## src/rtl/nn_stage_out_ctrl.sv

```systemverilog
// Output/memory controller for one NN stage: memory port drive, delayed tap write-back,
// error-output valid and stage output. Optional 2-entry skid buffer: NN_STAGE_OUT_SKID_EN.
module nn_stage_out_ctrl #(
  parameter int WORD_W   = 32,
  parameter int NTAPS    = 6,
  parameter int TAP_AW   = 4,
  parameter int DATA_AW  = 6,
  parameter int PHASE_W  = 2,
  parameter int ERR_BASE = 12,
  parameter int TAP_LAT  = 5,
  parameter int ERR_LAT  = 10
) (
  input  logic                      clk,
  input  logic                      reset,
  input  logic                      i_active,
  input  logic                      i_active_pre,
  input  logic                      i_active_normal,
  input  logic                      i_active_start_d,
  input  logic                      i_data_valid,
  input  logic [DATA_AW-1:0]        i_data_write_addr,
  input  logic [WORD_W-1:0]         i_data_value,
  input  logic [DATA_AW-1:0]        i_data_read_addr,
  input  logic [TAP_AW-1:0]         i_tap_address,
  input  logic                      i_tap_enable,
  input  logic                      i_bias_enable,
  input  logic [TAP_AW-1:0]         i_bias_wr_address,
  input  logic                      i_error_update_first,
  input  logic                      i_error_update_latch,
  input  logic                      i_error_tap_update_out,
  input  logic                      i_error_valid,
  input  logic [PHASE_W-1:0]        i_error_phase,
  input  logic [PHASE_W-1:0]        i_error_phase_read,
  input  logic [31:0]               i_error_sub_address,
  input  logic [WORD_W-1:0]         i_error_value,
  input  logic [WORD_W-1:0]         i_st_data_out,
  input  logic [WORD_W-1:0]         i_st_data_out_pre,
  input  logic [WORD_W-1:0]         i_st_data_out_bias,
  input  logic [NTAPS*WORD_W-1:0]   i_st_tap_out,
  input  logic [NTAPS*WORD_W-1:0]   i_tap_rd_data,
  input  logic [WORD_W-1:0]         i_data_rd_data,
  input  logic [WORD_W-1:0]         i_bias_rd_data,
  output logic                      o_data_wr_vld,
  output logic [DATA_AW-1:0]        o_data_wr_addr,
  output logic [WORD_W-1:0]         o_data_wr_data,
  output logic                      o_data_rd_vld,
  output logic [DATA_AW-1:0]        o_data_rd_addr,
  output logic                      o_tap_rd_vld,
  output logic [TAP_AW-1:0]         o_tap_rd_addr,
  output logic                      o_tap_wr_vld,
  output logic [TAP_AW-1:0]         o_tap_wr_addr,
  output logic [NTAPS*WORD_W-1:0]   o_tap_wr_data,
  output logic                      o_tap_sub_vld,
  output logic [31:0]               o_tap_sub_addr,
  output logic [WORD_W-1:0]         o_tap_sub_data,
  output logic                      o_bias_rd_vld,
  output logic                      o_bias_wr_vld,
  output logic [TAP_AW-1:0]         o_bias_rd_addr,
  output logic [TAP_AW-1:0]         o_bias_wr_addr,
  output logic [WORD_W-1:0]         o_bias_wr_data,
  output logic [NTAPS*WORD_W-1:0]   o_taps,
  output logic [WORD_W-1:0]         o_st_data,
  output logic [WORD_W-1:0]         o_st_bias,
  output logic [WORD_W-1:0]         o_out_data,
  output logic                      o_out_vld,
  input  logic                      i_out_rdy,
  output logic [WORD_W-1:0]         o_out_pre,
  output logic                      o_out_pre_vld,
  output logic [WORD_W-1:0]         o_zerror,
  output logic                      o_zerror_vld,
  output logic                      o_wb_collision,
  output logic                      o_out_overflow
);

  localparam logic [TAP_AW-1:0] ERR_BASE_A = TAP_AW'(ERR_BASE);

  logic                w_wb;
  logic [TAP_AW-1:0]   w_tap_rd_addr;
  logic [TAP_AW-1:0]   w_err_rd_addr;
  logic [TAP_AW-1:0]   w_err_wr_addr;
  logic [TAP_LAT:1]    r_wb_d;
  logic [TAP_LAT:1]    r_upd_d;
  logic [TAP_AW-1:0]   r_addr_d [1:TAP_LAT];
  logic [ERR_LAT:1]    r_upd_e;
  logic                r_first_d;
  logic                r_wb_collision;

  assign w_wb          = i_error_update_latch & ~i_error_update_first;
  assign w_err_rd_addr = ERR_BASE_A + TAP_AW'(i_error_phase_read);
  assign w_err_wr_addr = ERR_BASE_A + TAP_AW'(i_error_phase);
  assign w_tap_rd_addr = i_error_update_first ? w_err_rd_addr : i_tap_address;

  assign o_data_wr_vld  = i_data_valid;
  assign o_data_wr_addr = i_data_write_addr;
  assign o_data_wr_data = i_data_value;
  assign o_data_rd_vld  = i_active_normal;
  assign o_data_rd_addr = i_data_read_addr;

  assign o_tap_rd_vld   = i_active_normal;
  assign o_tap_rd_addr  = w_tap_rd_addr;
  assign o_bias_rd_vld  = i_active_normal;
  assign o_bias_rd_addr = i_tap_address;

  // A matured write-back owns the tap write port; the error sub-write yields to it.
  assign o_tap_wr_addr  = r_wb_d[TAP_LAT] ? r_addr_d[TAP_LAT] : w_err_wr_addr;
  assign o_tap_wr_vld   = i_error_valid | (i_tap_enable & r_wb_d[TAP_LAT] & ~r_upd_d[TAP_LAT]);
  assign o_tap_wr_data  = i_st_tap_out;
  assign o_tap_sub_vld  = r_wb_d[TAP_LAT] ? 1'b0 : i_error_valid;
  assign o_tap_sub_addr = i_error_sub_address;
  assign o_tap_sub_data = i_error_value;

  assign o_bias_wr_vld  = i_bias_enable & r_wb_d[TAP_LAT-1];
  assign o_bias_wr_addr = i_bias_wr_address;
  assign o_bias_wr_data = i_st_data_out_bias;

  for (genvar i = 0; i < NTAPS; i++) begin : g_taps
    assign o_taps[i*WORD_W +: WORD_W] = i_tap_rd_data[i*WORD_W +: WORD_W];
  end
  assign o_st_data = i_data_rd_data;
  assign o_st_bias = i_bias_rd_data;

  assign o_out_pre      = i_st_data_out_pre;
  assign o_out_pre_vld  = i_active_pre;
  assign o_zerror       = i_st_data_out_pre;
  assign o_zerror_vld   = r_upd_e[ERR_LAT] & ~r_first_d;
  assign o_wb_collision = r_wb_collision;

  always_ff @(posedge clk) begin
    if (reset) begin
      r_wb_d         <= '0;
      r_upd_d        <= '0;
      r_upd_e        <= '0;
      r_first_d      <= 1'b0;
      r_wb_collision <= 1'b0;
      for (int k = 1; k <= TAP_LAT; k++) r_addr_d[k] <= '0;
    end else begin
      r_wb_d[1]   <= w_wb;
      r_upd_d[1]  <= i_error_tap_update_out;
      r_addr_d[1] <= w_tap_rd_addr;
      for (int k = 2; k <= TAP_LAT; k++) begin
        r_wb_d[k]   <= r_wb_d[k-1];
        r_upd_d[k]  <= r_upd_d[k-1];
        r_addr_d[k] <= r_addr_d[k-1];
      end
      r_upd_e[1] <= i_error_tap_update_out;
      for (int k = 2; k <= ERR_LAT; k++) r_upd_e[k] <= r_upd_e[k-1];
      r_first_d <= i_active_start_d;
      if (i_error_valid && r_wb_d[TAP_LAT]) r_wb_collision <= 1'b1;
    end
  end

`ifdef NN_STAGE_OUT_SKID_EN
  logic [WORD_W-1:0] r_buf0;
  logic [WORD_W-1:0] r_buf1;
  logic [1:0]        r_count;
  logic              r_overflow;
  logic              w_push;
  logic              w_pop;

  assign w_push         = i_active;
  assign w_pop          = (r_count != 2'd0) & i_out_rdy;
  assign o_out_data     = r_buf0;
  assign o_out_vld      = (r_count != 2'd0);
  assign o_out_overflow = r_overflow;

  // r_buf0 is always the head; a full buffer accepts a push only when it pops in the same cycle.
  always_ff @(posedge clk) begin
    if (reset) begin
      r_buf0     <= '0;
      r_buf1     <= '0;
      r_count    <= 2'd0;
      r_overflow <= 1'b0;
    end else if (w_push && w_pop) begin
      if (r_count == 2'd1) begin
        r_buf0 <= i_st_data_out;
      end else begin
        r_buf0 <= r_buf1;
        r_buf1 <= i_st_data_out;
      end
    end else if (w_pop) begin
      r_buf0  <= r_buf1;
      r_count <= r_count - 2'd1;
    end else if (w_push) begin
      if (r_count == 2'd0) begin
        r_buf0  <= i_st_data_out;
        r_count <= 2'd1;
      end else if (r_count == 2'd1) begin
        r_buf1  <= i_st_data_out;
        r_count <= 2'd2;
      end else begin
        r_overflow <= 1'b1;
      end
    end
  end
`else
  logic w_unused_rdy;

  assign w_unused_rdy   = i_out_rdy;
  assign o_out_data     = i_st_data_out;
  assign o_out_vld      = i_active;
  assign o_out_overflow = 1'b0;
`endif

endmodule

```

## config.mk

```make
export PLATFORM = sky130hd
export DESIGN_NAME = nn_stage_out_ctrl
export DESIGN_NICKNAME = d
export VERILOG_FILES = /design/src/rtl/nn_stage_out_ctrl.sv
export SDC_FILE = /design/constraint.sdc
export NUM_CORES = 1
export LEC_CHECK = 0
export CORE_AREA = 2 2 549 551
export DETAILED_ROUTE_END_ITERATION = 7
export DIE_AREA = 0 0 551 553
export PLACE_DENSITY = 0.3
export SETUP_SLACK_MARGIN = 0.1
export SYNTH_ARGS = -nofsm -noshare
export SYNTH_HDL_FRONTEND = slang
export SYNTH_SLANG_ARGS = --single-unit
```

## constraint.sdc

```tcl
create_clock -name clk -period 0.95 [get_ports clk]
set_clock_uncertainty 0.15 [all_clocks]
set_input_delay 0.095 -clock clk [delete_from_list [all_inputs] [get_ports clk]]
set_output_delay 0.095 -clock clk [all_outputs]
set_load 0.05 [all_outputs]
```

==> flow_summary.yaml, run 1 <==
die:
  die_w_um: 551
  std_cell_rows: 201
  pin_count: 1390
  die_area_mm2: 0.305
  core_mm2: 0.299
  start_util_pct: 2.14
  die_h_um: 553
worst_setup_path:
  crit_fanout: 5
  r2r_slack_ns: -0.16
  crit_required_ns: 0.70
  cpMaxStageDelayCell: "dfxtp_4"
  max_stage_delay_ns: 0.40
  worstSetupPathType: "reg -> out"
  cp.buffers_inverters: 1
  crit_family: "flip-flops"
  worstSetupEndpointType: "output pin"
  crit_arrival_ns: 1.16
  worst_setup_path_start_kind: "flip-flop"
  worstPathCellList: "mux2_4 -> buf_12"
clock_network:
  root_buffer: "clkbuf_16"
  cts_tree: "yes"
  cts_buffer_depth: 2
  cts.clk_slew.worst_paths_ns: 0.06
  cts_buffers: 5
  insertion_delay_ns: 0.28
  htree_levels: 2
  cts_sinks: 37
sta:
  finalHoldViolCount: 1
  rsz0062_at_grt: "yes"
  tns_ns: -3.07
  drv_slew: 0
  setup-violations-final: 11
  hold_ws_ns: -0.121
  fin_crit_sh_pct: 148
  finalWorstSetupSlack_ns: -0.452
  max_freq_ghz: 0.714
  fin_crit_ns: 1.40
detailed_routing:
  vias: 2545
  drcViolationCount: 0
  detail_route.wl_per_cell_um: 42.1
  wl_met1_um: 10100
  drtIter0Drc: 154
  drt_pass1_iterations: 4
  drt_wl_total_um: 173000
  wl_met3_um: 93300
  antenna_left: 0
  top_layer_used: "met5"
  routed_via_density: 0.619
  met2WireLength_um: 63200
cells_and_area:
  layout-drive-gt1-share_pct: 48.3
  fillers: 35800
  area_growth_pct: 10.6
  final_cell_mix: "33 x dfxtp_1, 32 x nor2b_1, 23 x buf_12, 13 x buf_4, 6 x clkbuf_16"
  diodes: 0
  layout.nets: 828
  final_common_cell: "dfxtp_1"
  fin_cells: 4109
yosys:
  ys_seq_area_share_pct: 11.6
  synth_area_per_cell_um2: 8.07
  syn_area_mm2: 0.00638
  synth_cell_types: 17
  syn_inst: 791
  syn_nets: 1469
  yosysWarnings: 0
  ys_seq_elements: 37
global_route:
  grt_start_max_net_pins: 13
  grt.overflow.total: 0
  grt_pass1_wl_um: 180000
  grt_pass1_vias: 2487
  grt_usage_pct: 10.9
  antenna_found_initial: 11
status:
  violations: "hold timing, setup timing"
  status: "finished, violations left"
placement:
  post-place-cells: 4098
  io_buffers: 33
  place_congestion: 0.768
  post-dp-hpwl_um: 170000
pwr:
  power.leakage_nw: 0.951
  power_density_mw_per_mm2: 600
  power_w: 0.00423
  vdd_drop_max_mv: 0.538
flow_run:
  maxCapViolations: 0
hold_path:
  min_path_type: "in -> reg"
## synthesized netlist by cell type
master	count	area [µm²]
nor3b_1	1	7.51
buf_6	2	22.5
or2_1	2	12.5
nor2b_4	2	27.5
nor2_1	1	3.75
and2_1	1	6.26
a21oi_1	1	5.00
mux2_4	2	30.0
buf_4	700	5260
o21bai_1	1	7.51
nor2b_1	34	213
nand2b_1	2	12.5
conb_1	1	3.75
mux2_2	2	22.5
dfxtp_1	37	741
nand2_1	1	3.75
and2b_1	1	7.51
## state kept, by name, summed over array words and instances, names as in the netlist
register and cells:
r_wb_d 5, o_wb_collision 1, r_addr_d 20, r_first_d 1
r_upd_d 4, r_upd_e 6
## metrics by stage
stage	cell area [µm²]	util [%]	setup WS (ns)
after floorplan	6430	-	-0.0619
after CTS	7060	2.36	-0.476
after detailed placement	6800	2.28	-0.576
after global routing	7060	2.36	-0.484
final	7060	2.36	-0.452
after global placement	6800	2.28	-0.559
## final cells by class
class / instances / area, µm² / share of cell area (%)
clock buffer: 6 / 150 / 2.13
clock inverter: 2 / 35.0 / 0.496
multi-input combinational: 52 / 418 / 5.92
sequential: 37 / 748 / 10.6
tap: 3958 / 4950 / 70.2
timing repair buffer: 54 / 753 / 10.7
## per-layer routing
metal,vias to the layer above,track usage [%]
met5,-,0.601
met4,2,3.48
met3,287,27.6
met2,1275,14.1
met1,586,1.81
li1,395,-
## power breakdown
part / internal [W] / switching (W) / total, W
sequential: 0.00159 / 0.0000115 / 0.00161
combinational: 0.000316 / 0.000287 / 0.000603
clock: 0.00139 / 0.000634 / 0.00203
total: 0.00330 / 0.000933 / 0.00423
## final timing paths
path                                      startpoint                to  cells past startpoint
worst max-delay path                       r_wb_d[5]  o_tap_wr_addr[0]                      2
worst min-delay path            i_error_update_first         r_wb_d[1]                      2
worst max register to register             r_wb_d[5]    o_wb_collision                      5
worst min register to register        r_addr_d[0][8]   r_addr_d[0][12]                      1
## what timing repair did
action	CTS	global route
endpoints found under the hold margin	1	1
setup endpoints to repair	51	16
cloned	1	0
buffers inserted	3	1
resized for setup	44	8
pin swaps	3	0
## logic make-up (layout without fill, tap and decap cells)
group                  after synthesis  after routing  synth area share (%)
buffers and inverters              702             62                  82.7
and+or+nand+nor                     45             45                  4.61
DFF                                 37             37                  11.6
muxes                                4              4                 0.824
AOI/OAI and AO/OA                    2              2                 0.196
other                                1              1                0.0588
Note: power is estimated with default switching activity, not from simulation.
==> inputs of run 2 (changes only) <==
CAP_MARGIN = 20   (was unset)
==> results of run 2 <==
The final DEF is identical to that of run 1; final timing and power are the same.
